===== src/rtl/gray_pkg.sv =====
// Shared Gray-code helpers. Functions work on a fixed maximum width; callers
// zero-extend narrower values and truncate the result back to their own width.
package gray_pkg;

  localparam int GRAY_MAX_W = 64;

  typedef logic [GRAY_MAX_W-1:0] gray_word_t;

  function automatic gray_word_t bin2gray(input gray_word_t b);
    return b ^ (b >> 1);
  endfunction

  // Leading zero bits leave the running XOR unchanged, so zero-extended inputs
  // convert exactly as they would at their native width.
  function automatic gray_word_t gray2bin(input gray_word_t g);
    gray_word_t b;
    b[GRAY_MAX_W-1] = g[GRAY_MAX_W-1];
    for (int i = GRAY_MAX_W - 2; i >= 0; i--) begin
      b[i] = b[i+1] ^ g[i];
    end
    return b;
  endfunction

endpackage


===== src/rtl/gray_xor_prefix.sv =====
// Combinational Gray-to-binary converter: each binary bit is the XOR of all
// Gray bits from the MSB down to that position.
module gray_xor_prefix #(
  parameter int WIDTH = 4
) (
  input  logic [WIDTH-1:0] g,
  output logic [WIDTH-1:0] b
);

  for (genvar i = 0; i < WIDTH; i++) begin : g_bit
    assign b[i] = ^g[WIDTH-1:i];
  end

endmodule


===== src/rtl/gray_counter_conv.sv =====
// Registered up/down Gray counter with load and wrap pulse, plus an independent
// one-cycle binary<->Gray conversion channel.
module gray_counter_conv
  import gray_pkg::*;
#(
  parameter int WIDTH = 4
) (
  input  logic             clk,
  input  logic             rst,
  input  logic             en,
  input  logic             up,
  input  logic             load,
  input  logic             load_gray,
  input  logic [WIDTH-1:0] load_val,
  output logic [WIDTH-1:0] gray_q,
  output logic [WIDTH-1:0] bin_q,
  output logic             wrap,
  input  logic             cvt_valid_in,
  input  logic             cvt_dir,
  input  logic [WIDTH-1:0] cvt_in,
  output logic [WIDTH-1:0] cvt_out,
  output logic             cvt_valid_out
);

  logic [WIDTH-1:0] r_bin;
  logic [WIDTH-1:0] r_gray;
  logic             r_wrap;
  logic [WIDTH-1:0] r_cvt_out;
  logic             r_cvt_valid;

  logic [WIDTH-1:0] w_load_g2b;
  logic [WIDTH-1:0] w_cvt_g2b;
  logic [WIDTH-1:0] w_cvt_b2g;
  logic [WIDTH-1:0] w_cvt_res;
  logic [WIDTH-1:0] w_next_bin;
  logic [WIDTH-1:0] w_next_gray;
  logic             w_next_wrap;

  gray_xor_prefix #(.WIDTH(WIDTH)) u_load_g2b (
    .g (load_val),
    .b (w_load_g2b)
  );

  gray_xor_prefix #(.WIDTH(WIDTH)) u_cvt_g2b (
    .g (cvt_in),
    .b (w_cvt_g2b)
  );

  assign w_cvt_b2g = WIDTH'(bin2gray(gray_word_t'(cvt_in)));
  assign w_cvt_res = cvt_dir ? w_cvt_g2b : w_cvt_b2g;

  // NOTE: every output of a combinational block gets a default first; a path
  // that leaves one unassigned would infer a latch.
  always_comb begin
    w_next_bin  = r_bin;
    w_next_wrap = 1'b0;
    if (load) begin
      w_next_bin = load_gray ? w_load_g2b : load_val;
    end else if (en) begin
      if (up) begin
        w_next_bin  = r_bin + WIDTH'(1);
        w_next_wrap = &r_bin;
      end else begin
        w_next_bin  = r_bin - WIDTH'(1);
        w_next_wrap = ~|r_bin;
      end
    end
  end

  // Gray is registered from the same next-state value so gray_q and bin_q never skew.
  assign w_next_gray = WIDTH'(bin2gray(gray_word_t'(w_next_bin)));

  // NOTE: state registers use non-blocking assignments so every register
  // samples pre-edge values, independent of statement order.
  always_ff @(posedge clk) begin
    if (rst) begin
      r_bin       <= '0;
      r_gray      <= '0;
      r_wrap      <= 1'b0;
      r_cvt_out   <= '0;
      r_cvt_valid <= 1'b0;
    end else begin
      r_bin       <= w_next_bin;
      r_gray      <= w_next_gray;
      r_wrap      <= w_next_wrap;
      r_cvt_valid <= cvt_valid_in;
      if (cvt_valid_in) begin
        r_cvt_out <= w_cvt_res;
      end
    end
  end

  assign bin_q         = r_bin;
  assign gray_q        = r_gray;
  assign wrap          = r_wrap;
  assign cvt_out       = r_cvt_out;
  assign cvt_valid_out = r_cvt_valid;

endmodule


===== config.mk =====
export PLATFORM = sky130hd
export DESIGN_NAME = gray_counter_conv
export DESIGN_NICKNAME = d
export VERILOG_FILES = /design/src/rtl/gray_pkg.sv /design/src/rtl/gray_xor_prefix.sv /design/src/rtl/gray_counter_conv.sv
export SDC_FILE = /design/constraint.sdc
export NUM_CORES = 1
export LEC_CHECK = 0
export ABC_AREA = 1
export BUFFER_PORTS_ARGS = -buffer_cell sky130_fd_sc_hd__buf_4
export CAP_MARGIN = 40
export CORE_UTILIZATION = 30
export DETAILED_ROUTE_END_ITERATION = 8
export SLEW_MARGIN = 10
export SYNTH_ARGS = -nofsm -noshare
export SYNTH_HDL_FRONTEND = slang
export SYNTH_HIERARCHICAL = 1
export SYNTH_SLANG_ARGS = --single-unit

===== constraint.sdc =====
create_clock -name clk -period 2.3 [get_ports clk]
set_input_delay 0.23 -clock clk [delete_from_list [all_inputs] [get_ports clk]]
set_output_delay 0.23 -clock clk [all_outputs]
set_load 0.005 [all_outputs]

==> results.sh <==
export IMPL_status="finished, violations left"
export IMPL_violations="design-rule violations"
export IMPL_synth_warnings=6
export IMPL_crit_path_start_kind="flip-flop"
export IMPL_dieHeight_um=57.3
export IMPL_worstHoldPathType="in2reg"
export IMPL_cts_resized_gates=0
export IMPL_initial_utilization_pct=32.4
export IMPL_totalWireLength_um=2070
export IMPL_finalHoldViolCount=0
export IMPL_yosys_most_used_dff="sky130_fd_sc_hd__dfxtp_1"
export IMPL_pre_cts_slack_ps=651
export IMPL_max_clock_freq_ghz=0.605
export IMPL_synthMostInstantiatedCell="sky130_fd_sc_hd__nand2_1"
export IMPL_period_minus_slack_ps=1650
export IMPL_fin_crit_share_pct=71.8
export IMPL_gp_routability_congestion=0.844
export IMPL_cts_clk_slew_worst_paths_ps=80
export IMPL_post_route_cells_drive_above_1_share_pct=23.8
export IMPL_cpMostUsedCell="sky130_fd_sc_hd__nor2_1"
export IMPL_numClockSinks=13
export IMPL_setup_tns_ps=0
export IMPL_rsz0062_at_grt="no"
export IMPL_worst_setup_path_type="reg2reg"
export IMPL_io_pins=30
export IMPL_synth_area_leaders="sky130_fd_sc_hd__dfxtp_1 (28%), sky130_fd_sc_hd__nand2_1 (22%), sky130_fd_sc_hd__inv_1 (9.0%)"
export IMPL_power_switching_uw=191
export IMPL_synth_fp_nets=171
export IMPL_detail_route_antenna_nets=0
export IMPL_synth_async_sr_flop_share_pct=0
export IMPL_combPwrFrac_pct=32.7
export IMPL_yosys_register_bits=13
export IMPL_worst_r2r_startpoint="bin_q[0]$_SDFF_PP0_"
export IMPL_crit_path_max_fanout=7
export IMPL_ys_top_cells_by_count="sky130_fd_sc_hd__nand2_1 (53), sky130_fd_sc_hd__inv_1 (22), sky130_fd_sc_hd__a21oi_1 (13), sky130_fd_sc_hd__dfxtp_1 (13)"
export IMPL_core_mm2=0.00283
export IMPL_r2r_end="gray_q[0]$_SDFF_PP0_"
export IMPL_clk_root_buffer_cell="sky130_fd_sc_hd__clkbuf_4"
export IMPL_initial_antenna_violation_count=0
export IMPL_nNetsFinal=201
export IMPL_worstSetupEndpointType="flip-flop"
export IMPL_peakVddDrop_v=0.000261
export IMPL_critical_path_s_largest_stage_delay_ps=460
export IMPL_clock_latency_ps=270
export IMPL_totalPowerFinal_uw=591
export IMPL_critPathArrivalTime_ps=1830
export IMPL_timing_final_max_slew_violations=0
export IMPL_postLayoutSetupSlackWorst_ps=648
export IMPL_cellPowerDensity_mw_per_mm2=503
export IMPL_post_cts_setup_buffers=0
export IMPL_count_of_flip_flops_with_a_built_in_enable_after_synthesis=0
export IMPL_p_leak_uw=0.000647
export IMPL_number_of_detailed_routing_iterations_run_before_antenna_repair=6
export IMPL_gr_usage_all_layers_pct=14.4
export IMPL_setup_violations_final=0
export IMPL_hpwl_um=1700
export IMPL_cts_buffer_depth=2
export IMPL_netlist_cell_type_count=21
export IMPL_slew_of_the_pin_with_the_lowest_slew_margin_ps=253
export IMPL_maximum_number_of_pins_on_one_net_before_global_route_repair=9
export IMPL_grt_overflow_total=0
export IMPL_p_sw_share_pct=32.3
export IMPL_fraction_of_the_yosys_area_taken_by_sequential_cells_pct=28.4
export IMPL_synthesized_instance_count=152
export IMPL_path_cells="fa_1 > nand2_1 > o21ai_0 > a21oi_2 > nor2_2 > nor2_1 > nor2_1"
export IMPL_drt_wirelength_per_cell_um=9.75
export IMPL_relSlewSlack_pct=83.1
export IMPL_reg2reg_setup_slack_ps=650
export IMPL_yosys_area_top_type_share_pct=28.4
export IMPL_grt_pass1_vias=914
export IMPL_holdCritStartpoint="rst"
export IMPL_die_area_mm2=0.00328
export IMPL_placed_cell_area_mm2=0.00115
export IMPL_post_synth_top_area_cell="sky130_fd_sc_hd__dfxtp_1"
export IMPL_fp_row_count=19
export IMPL_finalInstanceArea_mm2=0.00117
export IMPL_htreeDepth=1
export IMPL_chipWidth_um=57.3
export IMPL_clock_skew_final_ps=5.79
export IMPL_p_int_uw=400
export IMPL_power_sequential_fraction_pct=44.3
export IMPL_worst_min_delay_path_endpoint="bin_q[3]$_SDFF_PP0_"
export IMPL_cts_tree="done"
export IMPL_avgViaCountPerCell=4.57
export IMPL_ctsHoldBuffers=0
export IMPL_drc_errors=2
export IMPL_numCtsBuffers=3
export IMPL_vias=968
export IMPL_required_ps=2480
export IMPL_antenna_cells=0
export IMPL_maxCapViolCount=0
export IMPL_hold_depth=2
export IMPL_grt_pass1_wl_um=3710
export IMPL_first_iter_violations=32
export IMPL_clkPwrFrac_pct=23.0
export IMPL_critical_path_slowest_cell="sky130_fd_sc_hd__dfxtp_1"
export IMPL_syn_area_per_cell_um2=6.03
export IMPL_input_output_buffers=29
export IMPL_rr_worst_depth=7
export IMPL_mappedNetlistArea_um2=916
export IMPL_syn_to_final_growth_pct=28.1
-- kinds of logic after synthesis --
| group | count (synthesis) | share of synthesized area, % |
|---|---|---|
| AOI/OAI and AO/OA | 31 | 19.0 |
| xor gates and xnor gates | 2 | 1.91 |
| adders and majority gates | 3 | 4.92 |
| buffers and inverters | 28 | 12.7 |
| DFF | 13 | 28.4 |
| and+or+nand+nor | 75 | 33.1 |
-- worst max-delay path by stage --
stage	from	to	slack [ps]	cells past startpoint
after floorplan	bin_q[0]$_SDFF_PP0_	gray_q[0]$_SDFF_PP0_	760	7
after global placement	up	gray_q[0]$_SDFF_PP0_	690	9
after detailed placement	up	gray_q[0]$_SDFF_PP0_	650	9
after CTS	bin_q[0]$_SDFF_PP0_	gray_q[0]$_SDFF_PP0_	650	7
after global routing	bin_q[1]$_SDFF_PP0_	gray_q[0]$_SDFF_PP0_	510	7
final	bin_q[0]$_SDFF_PP0_	gray_q[0]$_SDFF_PP0_	650	7
-- worst max-delay path, delay by kind of cell (launching register included) --
| family | cells | cell delay [ps] |
|---|---|---|
| AND/OR/NAND/NOR | 4 | 280 |
| flip-flops | 1 | 460 |
| adder cells (fa/ha/maj) | 1 | 460 |
| AO/OA/AOI/OAI | 2 | 350 |
-- placed cells by master (no fill, tap or decap) --
cell and n:
sky130_fd_sc_hd__nand3_1 5, sky130_fd_sc_hd__inv_1 22, sky130_fd_sc_hd__dfxtp_1 13, sky130_fd_sc_hd__inv_2 2
sky130_fd_sc_hd__ha_1 2, sky130_fd_sc_hd__clkbuf_4 3, sky130_fd_sc_hd__o21ai_1 3, sky130_fd_sc_hd__a41oi_1 1
sky130_fd_sc_hd__fa_1 1, sky130_fd_sc_hd__a21oi_2 3, sky130_fd_sc_hd__clkinv_2 1, sky130_fd_sc_hd__buf_4 29
sky130_fd_sc_hd__xnor2_1 2, sky130_fd_sc_hd__nand2_1 53, sky130_fd_sc_hd__or2_1 1, sky130_fd_sc_hd__nand2_2 2
sky130_fd_sc_hd__nor2_2 2, sky130_fd_sc_hd__o21ai_2 1, sky130_fd_sc_hd__nor2_1 10, sky130_fd_sc_hd__nor3_1 2
sky130_fd_sc_hd__a21oi_1 13, sky130_fd_sc_hd__o21ai_0 10
-- per-stage QoR --
step	utilization [%]	hold slack, ps	cells
floorplan	-	302	152
global placement	40.5	468	208
detailed placement	40.5	472	208
CTS	41.5	174	212
global route	41.5	162	212
finish	41.5	182	212
-- layout make-up --
cell class	count	area, µm²
clock inverter	1	5.00
multi-input combinational	111	539
inverter	24	90.1
clock buffer	3	22.5
tap	31	38.8
timing repair buffer	29	218
fill	315	1660
sequential	13	260
-- metal layers --
layer | up-vias | wire length (µm) | global-route usage (%)
li1 | 532 | - | -
met1 | 417 | 1090 | 21.0
met2 | 19 | 872 | 20.7
met3 | 0 | 100 | 4.76
met4 | 0 | 0 | 2.79
met5 | - | 0 | 0
-- power by group through the flow --
stage | clock, µW | combinational (µW) | sequential [µW]
6_report | 136 | 193 | 262
5_1_grt | 161 | 223 | 264
4_1_cts | 141 | 194 | 262
3_5_place_dp | 0 | 193 | 266
3_3_place_gp | 0 | 189 | 266
2_1_floorplan | 0 | 109 | 266
-- state kept, by name, indices dropped and copies added, names as in the netlist --
register,flops
cvt_out,4
gray_q,3
cvt_valid_out,1
wrap,1
bin_q,4
Note: power is estimated with default switching activity, not from simulation.
